## src/rtl/inst_mem_arbiter_if.sv

```systemverilog
// -----------------------------------------------------------------------------
// inst_mem_arbiter_if
// Bundles the three buses handled by the instruction-memory arbiter:
//   - fetch port : if_req/if_addr in, if_ack/if_inst/stallreq out
//   - debug port : dbg_req/dbg_we/dbg_addr/dbg_wdata in, dbg_ack/dbg_rdata out
//   - memory port: mem_ce/mem_we/mem_addr/mem_wdata out, mem_rdata in
// The slave modport is the arbiter's view; the master modport is the view of
// the requesters plus the memory that surround it.
// -----------------------------------------------------------------------------
interface inst_mem_arbiter_if #(
  parameter int ADDR_W = 32,
  parameter int DATA_W = 32
) ();

  // fetch port
  logic              if_req;
  logic [ADDR_W-1:0] if_addr;
  logic              if_ack;
  logic [DATA_W-1:0] if_inst;
  logic              stallreq;

  // debug / loader port
  logic              dbg_req;
  logic              dbg_we;
  logic [ADDR_W-1:0] dbg_addr;
  logic [DATA_W-1:0] dbg_wdata;
  logic              dbg_ack;
  logic [DATA_W-1:0] dbg_rdata;

  // memory port
  logic              mem_ce;
  logic              mem_we;
  logic [ADDR_W-1:0] mem_addr;
  logic [DATA_W-1:0] mem_wdata;
  logic [DATA_W-1:0] mem_rdata;

  modport slave (
    input  if_req, if_addr, dbg_req, dbg_we, dbg_addr, dbg_wdata, mem_rdata,
    output if_ack, if_inst, stallreq, dbg_ack, dbg_rdata,
           mem_ce, mem_we, mem_addr, mem_wdata
  );

  modport master (
    output if_req, if_addr, dbg_req, dbg_we, dbg_addr, dbg_wdata, mem_rdata,
    input  if_ack, if_inst, stallreq, dbg_ack, dbg_rdata,
           mem_ce, mem_we, mem_addr, mem_wdata
  );

endinterface

```

## src/rtl/inst_mem_arbiter.sv

```systemverilog
// -----------------------------------------------------------------------------
// inst_mem_arbiter
// Shares one single-port instruction memory between the fetch stage and a
// debug/loader port. Each access takes two cycles (ACCESS then RESP); a
// request seen on the RESP-exit edge starts the next access immediately, so
// a held request streams at one access every two cycles.
// Ports:
//   clk  - clock, all state on rising edge
//   rst  - asynchronous, active-low reset
//   bus  - inst_mem_arbiter_if.slave (fetch, debug and memory buses)
// -----------------------------------------------------------------------------
module inst_mem_arbiter #(
  parameter int ADDR_W = 32,
  parameter int DATA_W = 32
) (
  input  logic                clk,
  input  logic                rst,
  inst_mem_arbiter_if.slave   bus
);

  localparam logic CHIP_ENABLE  = 1'b1;
  localparam logic CHIP_DISABLE = 1'b0;

  typedef enum logic [1:0] {
    S_IDLE   = 2'd0,
    S_ACCESS = 2'd1,
    S_RESP   = 2'd2
  } state_e;

  typedef enum logic {
    OWN_IF  = 1'b0,
    OWN_DBG = 1'b1
  } owner_e;

  state_e            state_q,      state_d;
  owner_e            owner_q,      owner_d;
  owner_e            last_owner_q, last_owner_d;
  logic              if_ack_q,     if_ack_d;
  logic              dbg_ack_q,    dbg_ack_d;
  logic [DATA_W-1:0] if_inst_q,    if_inst_d;
  logic [DATA_W-1:0] dbg_rdata_q,  dbg_rdata_d;
  logic              mem_ce_q,     mem_ce_d;
  logic              mem_we_q,     mem_we_d;
  logic [ADDR_W-1:0] mem_addr_q,   mem_addr_d;
  logic [DATA_W-1:0] mem_wdata_q,  mem_wdata_d;

  // Round-robin pick: a lone requester wins; on a tie the one that did not
  // win last time gets the grant.
  function automatic owner_e pick_winner(input logic   if_req,
                                         input logic   dbg_req,
                                         input owner_e last);
    owner_e win;
    if (if_req && dbg_req) begin
      win = (last == OWN_DBG) ? OWN_IF : OWN_DBG;
    end else if (dbg_req) begin
      win = OWN_DBG;
    end else begin
      win = OWN_IF;
    end
    return win;
  endfunction

  // Next-state and output logic for the IDLE/ACCESS/RESP controller.
  always_comb begin
    state_d      = state_q;
    owner_d      = owner_q;
    last_owner_d = last_owner_q;
    if_ack_d     = 1'b0;
    dbg_ack_d    = 1'b0;
    if_inst_d    = if_inst_q;
    dbg_rdata_d  = dbg_rdata_q;
    mem_ce_d     = mem_ce_q;
    mem_we_d     = mem_we_q;
    mem_addr_d   = mem_addr_q;
    mem_wdata_d  = mem_wdata_q;

    case (state_q)
      S_IDLE, S_RESP: begin
        mem_ce_d = CHIP_DISABLE;
        mem_we_d = 1'b0;
        if (bus.if_req || bus.dbg_req) begin
          state_d      = S_ACCESS;
          owner_d      = pick_winner(bus.if_req, bus.dbg_req, last_owner_q);
          last_owner_d = owner_d;
          mem_ce_d     = CHIP_ENABLE;
          if (owner_d == OWN_DBG) begin
            mem_we_d    = bus.dbg_we;
            mem_addr_d  = bus.dbg_addr;
            mem_wdata_d = bus.dbg_wdata;
          end else begin
            mem_we_d    = 1'b0;
            mem_addr_d  = bus.if_addr;
          end
        end else begin
          state_d = S_IDLE;
        end
      end

      S_ACCESS: begin
        // The access completes on the latched address even if the request
        // has since dropped; mem_rdata is valid this cycle.
        state_d  = S_RESP;
        mem_ce_d = CHIP_DISABLE;
        mem_we_d = 1'b0;
        if (owner_q == OWN_IF) begin
          if_ack_d  = 1'b1;
          if_inst_d = bus.mem_rdata;
        end else begin
          dbg_ack_d = 1'b1;
          if (!mem_we_q) begin
            dbg_rdata_d = bus.mem_rdata;
          end else begin
            dbg_rdata_d = dbg_rdata_q;
          end
        end
      end

      default: begin
        state_d  = S_IDLE;
        mem_ce_d = CHIP_DISABLE;
        mem_we_d = 1'b0;
      end
    endcase
  end

  // State and output registers; reset forces everything to the idle values
  // at once, which also kills any write in flight.
  always_ff @(posedge clk or negedge rst) begin
    if (!rst) begin
      state_q      <= S_IDLE;
      owner_q      <= OWN_IF;
      last_owner_q <= OWN_DBG;
      if_ack_q     <= 1'b0;
      dbg_ack_q    <= 1'b0;
      if_inst_q    <= {DATA_W{1'b0}};
      dbg_rdata_q  <= {DATA_W{1'b0}};
      mem_ce_q     <= CHIP_DISABLE;
      mem_we_q     <= 1'b0;
      mem_addr_q   <= {ADDR_W{1'b0}};
      mem_wdata_q  <= {DATA_W{1'b0}};
    end else begin
      state_q      <= state_d;
      owner_q      <= owner_d;
      last_owner_q <= last_owner_d;
      if_ack_q     <= if_ack_d;
      dbg_ack_q    <= dbg_ack_d;
      if_inst_q    <= if_inst_d;
      dbg_rdata_q  <= dbg_rdata_d;
      mem_ce_q     <= mem_ce_d;
      mem_we_q     <= mem_we_d;
      mem_addr_q   <= mem_addr_d;
      mem_wdata_q  <= mem_wdata_d;
    end
  end

  assign bus.if_ack    = if_ack_q;
  assign bus.if_inst   = if_inst_q;
  assign bus.dbg_ack   = dbg_ack_q;
  assign bus.dbg_rdata = dbg_rdata_q;
  assign bus.mem_ce    = mem_ce_q;
  assign bus.mem_we    = mem_we_q;
  assign bus.mem_addr  = mem_addr_q;
  assign bus.mem_wdata = mem_wdata_q;
  // Combinational so the pipeline stops in the same cycle the fetch is pending.
  assign bus.stallreq  = bus.if_req & ~if_ack_q;

endmodule

```

## src/flat_wrapper.sv

```systemverilog
// flat-port wrapper written by rule: the top's interface ports become plain ports
module inst_mem_arbiter_flat 
#(
  parameter int ADDR_W = 32,
  parameter int DATA_W = 32
)
  (clk, rst, bus_if_req, bus_if_addr, bus_dbg_req, bus_dbg_we, bus_dbg_addr, bus_dbg_wdata, bus_mem_rdata, bus_if_ack, bus_if_inst, bus_stallreq, bus_dbg_ack, bus_dbg_rdata, bus_mem_ce, bus_mem_we, bus_mem_addr, bus_mem_wdata);
  inst_mem_arbiter_if #(.ADDR_W(ADDR_W), .DATA_W(DATA_W)) bus_i ();
  input  logic clk;
  input  logic rst;
  input wire logic [$bits(bus_i.if_req)-1:0] bus_if_req;
  input wire logic [$bits(bus_i.if_addr)-1:0] bus_if_addr;
  input wire logic [$bits(bus_i.dbg_req)-1:0] bus_dbg_req;
  input wire logic [$bits(bus_i.dbg_we)-1:0] bus_dbg_we;
  input wire logic [$bits(bus_i.dbg_addr)-1:0] bus_dbg_addr;
  input wire logic [$bits(bus_i.dbg_wdata)-1:0] bus_dbg_wdata;
  input wire logic [$bits(bus_i.mem_rdata)-1:0] bus_mem_rdata;
  output wire logic [$bits(bus_i.if_ack)-1:0] bus_if_ack;
  output wire logic [$bits(bus_i.if_inst)-1:0] bus_if_inst;
  output wire logic [$bits(bus_i.stallreq)-1:0] bus_stallreq;
  output wire logic [$bits(bus_i.dbg_ack)-1:0] bus_dbg_ack;
  output wire logic [$bits(bus_i.dbg_rdata)-1:0] bus_dbg_rdata;
  output wire logic [$bits(bus_i.mem_ce)-1:0] bus_mem_ce;
  output wire logic [$bits(bus_i.mem_we)-1:0] bus_mem_we;
  output wire logic [$bits(bus_i.mem_addr)-1:0] bus_mem_addr;
  output wire logic [$bits(bus_i.mem_wdata)-1:0] bus_mem_wdata;
  assign bus_i.if_req = bus_if_req;
  assign bus_i.if_addr = bus_if_addr;
  assign bus_i.dbg_req = bus_dbg_req;
  assign bus_i.dbg_we = bus_dbg_we;
  assign bus_i.dbg_addr = bus_dbg_addr;
  assign bus_i.dbg_wdata = bus_dbg_wdata;
  assign bus_i.mem_rdata = bus_mem_rdata;
  assign bus_if_ack = bus_i.if_ack;
  assign bus_if_inst = bus_i.if_inst;
  assign bus_stallreq = bus_i.stallreq;
  assign bus_dbg_ack = bus_i.dbg_ack;
  assign bus_dbg_rdata = bus_i.dbg_rdata;
  assign bus_mem_ce = bus_i.mem_ce;
  assign bus_mem_we = bus_i.mem_we;
  assign bus_mem_addr = bus_i.mem_addr;
  assign bus_mem_wdata = bus_i.mem_wdata;
  inst_mem_arbiter #(.ADDR_W(ADDR_W), .DATA_W(DATA_W)) u_core (.clk(clk), .rst(rst), .bus(bus_i));
endmodule
```

## config.mk

```make
export PLATFORM = sky130hd
export DESIGN_NAME = inst_mem_arbiter_flat
export DESIGN_NICKNAME = d
export VERILOG_FILES = /design/src/rtl/inst_mem_arbiter_if.sv /design/src/rtl/inst_mem_arbiter.sv /design/src/flat_wrapper.sv
export SDC_FILE = /design/constraint.sdc
export NUM_CORES = 1
export LEC_CHECK = 0
export BUFFER_PORTS_ARGS = -buffer_cell sky130_fd_sc_hd__clkbuf_2
export CAP_MARGIN = 20
export CORE_MARGIN = 1
export CORE_UTILIZATION = 40
export CTS_CLUSTER_SIZE = 28
export DETAILED_ROUTE_END_ITERATION = 6
export PLACE_DENSITY = 0.7
export SETUP_SLACK_MARGIN = 0.5
export SYNTH_ARGS = -nofsm -noshare
export SYNTH_HDL_FRONTEND = slang
export SYNTH_SLANG_ARGS = --single-unit
```

## constraint.sdc

```tcl
create_clock -name clk -period 2.5 [get_ports clk]
set_clock_uncertainty 0.15 [all_clocks]
set_input_delay 0.25 -clock clk [delete_from_list [all_inputs] [get_ports clk]]
set_output_delay 0.25 -clock clk [all_outputs]
set_load 0.01 [all_outputs]
```

==> results of run 1 <==
power breakdown:
group          internal (mW)  switching, mW  leakage [nW]  total (mW)
Sequential              2.97          0.476          1.58        3.45
Clock                   1.48          0.919         0.267        2.40
Combinational           1.55           1.27          2.59        2.82
Total                   6.01           2.66          4.44        8.67
per-layer routing:
metal / GRT usage (%) / vias to the layer above
li1: - / 2160
met4: 12.0 / 0
met5: 0 / -
met2: 40.7 / 243
met3: 6.04 / 52
met1: 25.3 / 2306
layout by cell type, fill, tap and decap left out, drive strengths merged, types with 3 or more instances in the layout:
master	instances
clkbuf	283
dfrtp	135
dlygate4sd3	128
mux2	96
a21oi	64
nor2	33
nand2	32
buf	11
clkinvlp	4
clkinv	4
inv	3
final timing paths:
check | slack (ps) | to
worst max-delay path | 640 | u_core.bus.if_inst[9]
worst min-delay path | 30 | u_core.bus.mem_addr[20]
worst max register to register | 640 | u_core.bus.if_inst[9]
worst min register to register | 330 | u_core.bus.mem_wdata[16]
max in group asynchronous | 1260 | u_core.bus.mem_addr[2]
min in group asynchronous | 310 | u_core.bus.mem_wdata[28]
flip-flops by register name, indices dropped and copies added, names as in the netlist:
name and flops:
u_core.bus.if_inst 32, u_core.last_owner_q 1, u_core.bus.dbg_ack 1, u_core.bus.mem_wdata 32, u_core.bus.mem_we 1, u_core.state_q 2
u_core.bus.mem_ce 1, u_core.bus.if_ack 1, u_core.bus.mem_addr 32, u_core.owner_q 1, u_core.bus.dbg_rdata 32
stage by stage:
stage / setup WS, ps / instances / area (sq um) / hold slack, ps / power, mW
final: 637 / 983 / 8910 / 30.1 / 8.67
after global routing: 560 / 983 / 8910 / 20.4 / 9.10
after CTS: 516 / 981 / 8900 / 1.63 / 8.73
after detailed placement: 491 / 823 / 7040 / 263 / 6.12
after global placement: 543 / 823 / 7040 / 252 / 6.03
after floorplan: 905 / 398 / 5580 / -196 / 4.92
worst min-delay path, stage by stage:
cell and delay, ps:
clkbuf_2 90, a21oi_1 130, a21oi_1 80
kinds of logic (layout without fill, tap and decap cells):
logic type / count (synthesis) / after routing / synth area share (%)
and+or+nand+nor: 71 / 71 / 5.56
AOI/OAI and AO/OA: 69 / 69 / 6.52
DFF: 136 / 136 / 61.0
muxes: 96 / 96 / 23.3
buffers and inverters: 26 / 435 / 3.59
what timing repair did:
action                                 in CTS  in global routing
hold buffers                              128                  0
setup buffers                               0                  2
gates resized for setup                     1                  0
endpoints found under the hold margin     264                  0
setup endpoints to repair                   9                 23
layout make-up:
cell class	instances	area, sq um	share of cell area (%)
Timing Repair Buffer	403	2730	30.6
Tap cell	176	220	2.47
Multi-Input combinational cell	236	1980	22.3
Sequential cell	136	3400	38.2
Clock inverter	11	126	1.42
Clock buffer	19	443	4.97
Inverter	2	7.51	0.0842
==> out/qor.txt, run 1 <==
outcome - finished, final reports clean
CP max-delay cell - dfrtp_1
first-pass iteration count of the detailed router - 4
Routed met2 length - 8.44 mm
fin crit share - 74.5%
drt initial violations - 325
CTS tree - done
Seq cells post-synth - 136
Worst Tran Pin Value - 774 ps
Pwr per Cell Area - 973 nW/um^2
hold crit path type - in2reg
Met3 Wirelength - 1.02 mm
Antenna Nets Post-Route - 0
Levels on crit path - 4
final-stage net count - 929
clk root buf - clkbuf_16
Max Cap Viol - 0
DP HPWL - 9.76 mm
Fin. Hold Viols - 0
Final Util - 66.5%
PortBufs - 265
Setup TNS Final - 0 ps
Ports - 266
Initial Util - 41.7%
met1 WL - 6.05 mm
Min-Delay Startpoint - bus_dbg_addr[20]
Req. time, crit path - 2640 ps
GRT Total Usage - 23.1%
CTS buffer count - 17
FP Rows - 42
layout cells sized above 1 - 47.0%
Worst Path Max Fanout - 18
top layer in use - met4
crit path buf inv count - 1
asr flop ratio synth - 100%
count leader, synth - dfrtp_1
Post-synth EDFFs - 0
die area - 14400 sq um
Crit. End Element - register
Clock transition at path regs - 60 ps
die width - 120 um
fillers - 964
CP top delay family - simple AND/OR/NAND/NOR gates
total number of vias - 4761
clock sinks - 136
Synth Flop Type - dfrtp_1
initial antenna violation count - 0
worst endpoint data arrival time - 2000 ps
largest cells by area after synthesis - dfrtp_1 (61%), mux2_4 (16%), a21oi_1 (5.7%)
first-pass GRT wire length - 25.3 mm
clock latency on the worst-skew pair - 410 ps
GP Congestion - 0.802
fin crit period - 1860 ps
P&R area growth vs syn - 59.7%
Residual DRC - 0
RSZ-0062 raised after global routing - no
Syn Area/Cell - 14.0 sq um
Worst setup SP type - register
FMAX - 537 MHz
WL final - 16.2 mm
area fraction of the dominant cell type after synthesis - 60.5%
syn nets - 531
CP Launch Point - u_core.state_q[0]
worst-path cell chain - and2b_1 > and2b_4 > buf_12 > mux2_4
Worst Hold Depth - 3
H-tree depth - 4
largest net degree at the start of global routing - 137
Vias/cell - 4.84
Synth cell types - 24
total grt overflow - 0
core region area - 13400 sq um
final slew viol count - 0
antenna cell count - 0
vias in the first global route - 5075
Synth Cell Area - 5580 sq um
P_leak - 4.44 nW
Post-synth top cells - dfrtp_1 (135), a21oi_1 (64), mux2_4 (59), nand2_1 (32), nor2_1 (32)
R2R depth - 4
Post-Syn Instances - 398
kind of critical path - reg2reg
CP max stage delay - 460 ps
max_slew headroom - 48.4%
Seq/Total Area, Yosys - 61.0%
post-synth top area cell - dfrtp_1
clk buf depth - 2
Syn. warnings - 0
Die Span Y - 120 um
Max rail drop VDD - 0.000463 V
Critical R2R Launch - u_core.state_q[0]
post-DR wirelength/cell - 16.4 um
endpoints failing setup - 0
Note: power is estimated with default switching activity, not from simulation.
==> inputs of run 2 (changes only) <==
--- a/config.mk
+++ b/config.mk
@@ -5,13 +5,14 @@
 export SDC_FILE = /design/constraint.sdc
 export NUM_CORES = 1
 export LEC_CHECK = 0
+export ABC_AREA = 1
 export BUFFER_PORTS_ARGS = -buffer_cell sky130_fd_sc_hd__clkbuf_2
 export CAP_MARGIN = 20
 export CORE_MARGIN = 1
 export CORE_UTILIZATION = 40
 export CTS_CLUSTER_SIZE = 28
 export DETAILED_ROUTE_END_ITERATION = 6
-export PLACE_DENSITY = 0.7
+export PLACE_DENSITY = 0.72
 export SETUP_SLACK_MARGIN = 0.5
 export SYNTH_ARGS = -nofsm -noshare
 export SYNTH_HDL_FRONTEND = slang
==> constraint.sdc (replaced) <==
create_clock -name clk -period 1.5 [get_ports clk]
set_clock_uncertainty 0.15 [all_clocks]
set_input_delay 0.15 -clock clk [delete_from_list [all_inputs] [get_ports clk]]
set_output_delay 0.15 -clock clk [all_outputs]
set_load 0.01 [all_outputs]
==> run 2 against run 1 <==
Effect of this change: the flow now finishes with violations (negative setup slack); synthesized cell count grew 79%; sequential power grew 67%; area after synthesis grew 4.2%; maximum frequency grew 23%; cell count grew 44%; critical endpoint is now u_core.bus.dbg_rdata[8]; critical path depth grew 3; global-route usage grew 6.5 points; wire length grew 71%; utilization grew 16 points.
==> out/qor.txt, run 2 <==
DP HPWL - 11.3 mm (+16%)
GRT Total Usage - 29.5% (+6.5 points)
FMAX - 663 MHz (+23%)
CP max-delay cell - dfrtp_1
largest net degree at the start of global routing - 44 (-68%)
Ports - 266 (unchanged)
P_leak - 6.47 nW (+46%)
die width - 123 um (+2.0%)
endpoints failing setup - 2 (+2)
total grt overflow - 0 (unchanged)
Initial Util - 41.4% (-0.25 points)
R2R setup slack - -8 ps (-650 ps)
Crit. End Element - register
FP Rows - 43 (+2.4%)
outcome - finished, violations left
Setup TNS Final - -13.1 ps (-13.1 ps)
Synth cell types - 16 (-33%)
Synth Flop Type - dfrtp_1
fin crit share - 101% (+26 points)
Die Span Y - 123 um (+2.0%)
largest cells by area after synthesis - dfrtp_1 (58%), nand2_1 (19%), inv_1 (6.5%)
core region area - 14000 sq um (+4.8%)
clk buf depth - 2 (unchanged)
Pwr per Cell Area - 1510 nW/um^2 (+56%)
Post-synth top cells - nand2_1 (292), dfrtp_1 (135), inv_1 (100), nand3_1 (66), o21ai_0 (33)
CTS buffer count - 17 (unchanged)
failing checks - negative setup slack
H-tree depth - 4 (unchanged)
clk root buf - clkbuf_16
Post-synth EDFFs - 0 (unchanged)
die area - 15000 sq um (+4.1%)
total number of vias - 7512 (+58%)
Power Total - 17.5 mW (+100%)
post-synth top area cell - dfrtp_1
worst-path cell chain - inv_2 > nor2_4 > buf_12 > nand3_4 > buf_12 > nand2_1 > nand2_1
antenna cell count - 0 (unchanged)
post-layout worst setup margin - -8.43 ps (-646 ps)
RSZ-0062 raised after global routing - yes
P&R area growth vs syn - 98.6%
commonest non-fill, non-tap cell in the layout - nand2_1
count leader, synth - nand2_1
max_slew headroom - 74.2% (+26 points)
clock sinks - 136 (unchanged)
Seq cells post-synth - 136 (unchanged)
Synth Cell Area - 5810 sq um (+4.2%)
crit path buf inv count - 3 (+2)
area fraction of the dominant cell type after synthesis - 58.1% (-2.4 points)
final-stage net count - 1361 (+47%)
Antenna Nets Post-Route - 0 (unchanged)
area of the multi-input gates - 2390 sq um (+21%)
Fin. Hold Viols - 0 (unchanged)
layout cells sized above 1 - 43.6% (-3.3 points)
first-pass iteration count of the detailed router - 5 (+1)
DP Area - 7520 sq um (+6.7%)
CTS tree - done
fin crit period - 1510 ps (-354 ps)
CP top delay family - simple AND/OR/NAND/NOR gates
Max rail drop VDD - 0.000954 V (+110%)
R2R depth - 7 (+3)
kind of critical path - reg2reg
Clock transition at path regs - 60 ps (about the same)
Req. time, crit path - 1650 ps (-990 ps)
fillers - 673 (-30%)
Design Area, Final - 11500 sq um (+30%)
drt initial violations - 696 (+110%)
register area - 3400 sq um (unchanged)
WL final - 27.6 mm (+71%)
Critical R2R Launch - u_core.state_q[0]
Critical R2R Capture - u_core.bus.dbg_rdata[8]
PortBufs - 265 (unchanged)
post-DR wirelength/cell - 19.4 um (+18%)
Vias/cell - 5.29 (+9.2%)
Final Util - 82.2% (+16 points)
worst hold endpoint - u_core.state_q[0]
syn nets - 845 (+59%)
most frequent cells in the layout - nand2_1 (232), clkbuf_2 (223), dfrtp_1 (135)
first-pass GRT wire length - 33.5 mm (+32%)
GP Congestion - 0.772 (-3.7%)
Syn Area/Cell - 8.17 sq um (-42%)
final slew viol count - 0 (unchanged)
Worst Path Max Fanout - 11 (-7)
Max Cap Viol - 0 (unchanged)
asr flop ratio synth - 100% (unchanged)
clock latency on the worst-skew pair - 430 ps (+20 ps)
Worst Hold Depth - 3 (unchanged)
Syn. warnings - 0 (unchanged)
vias in the first global route - 6902 (+36%)
Seq/Total Area, Yosys - 58.6% (-2.4 points)
hold crit path type - in2reg
Post-Syn Instances - 712 (+79%)
initial antenna violation count - 0 (unchanged)
Residual DRC - 0 (unchanged)
CP max stage delay - 380 ps (-80 ps)
Min-Delay Startpoint - bus_if_req
Worst setup SP type - register
worst endpoint data arrival time - 1660 ps (-340 ps)
Worst Tran Pin Value - 388 ps (-386 ps)
==> run 2: cell types whose count changed after synthesis, moves of 27 or more <==
cell     delta
mux2_1     -27
a21oi_1    -64
nor2_1     -28
nand3_1    +66
mux2_4     -59
nand4_1    +32
nand2_1   +260
o21ai_0    +33
inv_1      +98
==> run 2: layer usage <==
metal / share of wire (%) / GRT usage [%]
met1: 34 / 33.5
met2: 50 / 50.1
met3: 9.7 / 7.39
met4: 6.1 / 17.5
met5: 0 / 0
==> run 2: stage by stage <==
step | std cells | hold slack (ps) | worst slack (ps)
after detailed placement | 1141 | -31.5 | 98.1
after global placement | 1141 | -30.8 | 157
after global routing | 1420 | 1.59 | -56.8
final | 1420 | 33.6 | -8.43
after CTS | 1360 | -22.4 | 92.3
after floorplan | 712 | -296 | 224
==> run 2: how the worst max path moves through the flow <==
stage / startpoint / endpoint / slack (ps) / depth (start not counted)
2_1_floorplan: u_core.state_q[0] / u_core.bus.if_inst[17] / 220 / 7
5_1_grt: u_core.last_owner_q / u_core.bus.mem_addr[25] / -60 / 6
3_3_place_gp: u_core.last_owner_q / u_core.bus.mem_addr[17] / 160 / 5
4_1_cts: u_core.bus.if_ack / bus_stallreq / 90 / 2
6_report: u_core.state_q[0] / u_core.bus.dbg_rdata[8] / -8 / 7
3_5_place_dp: bus_if_req / u_core.bus.mem_addr[12] / 100 / 6
==> run 2: cells by family after synthesis <==
kind of cell / share of synthesized area (%)
buffers and inverters: 9.88
AO/OA/AOI/OAI: 2.84
AND/OR/NAND/NOR: 28.7
flip-flops: 58.6
==> run 2: layout make-up <==
class	count	share of cell area (%)
inverters	103	3.48
repair buffers	539	39.1
clock buffers	23	3.97
well taps	180	1.95
flip-flops and latches	136	29.5
multi-input cells	431	20.7
clock inverters	8	1.27
==> run 2: report_power, final <==
group	internal (mW)	total (mW)	switching, mW
logic	3.77	7.32	3.55
clock network	2.82	4.40	1.59
registers	4.89	5.76	0.872
==> run 2: what timing repair did <==
item / 4_1_cts / 5_1_grt
hold buffers: 130 / 0
setup buffers: 49 / 49
gates cloned: 9 / 11
endpoints found under the hold margin: 266 / 0
pin swaps: 14 / 12
endpoints found under the setup margin: 267 / 297
resized for setup: 97 / 165
==> run 2: tightest hold or removal path, delay by kind of cell <==
family        cells  cell delay (ps)
simple gates      2              240
buf+inv           1              180
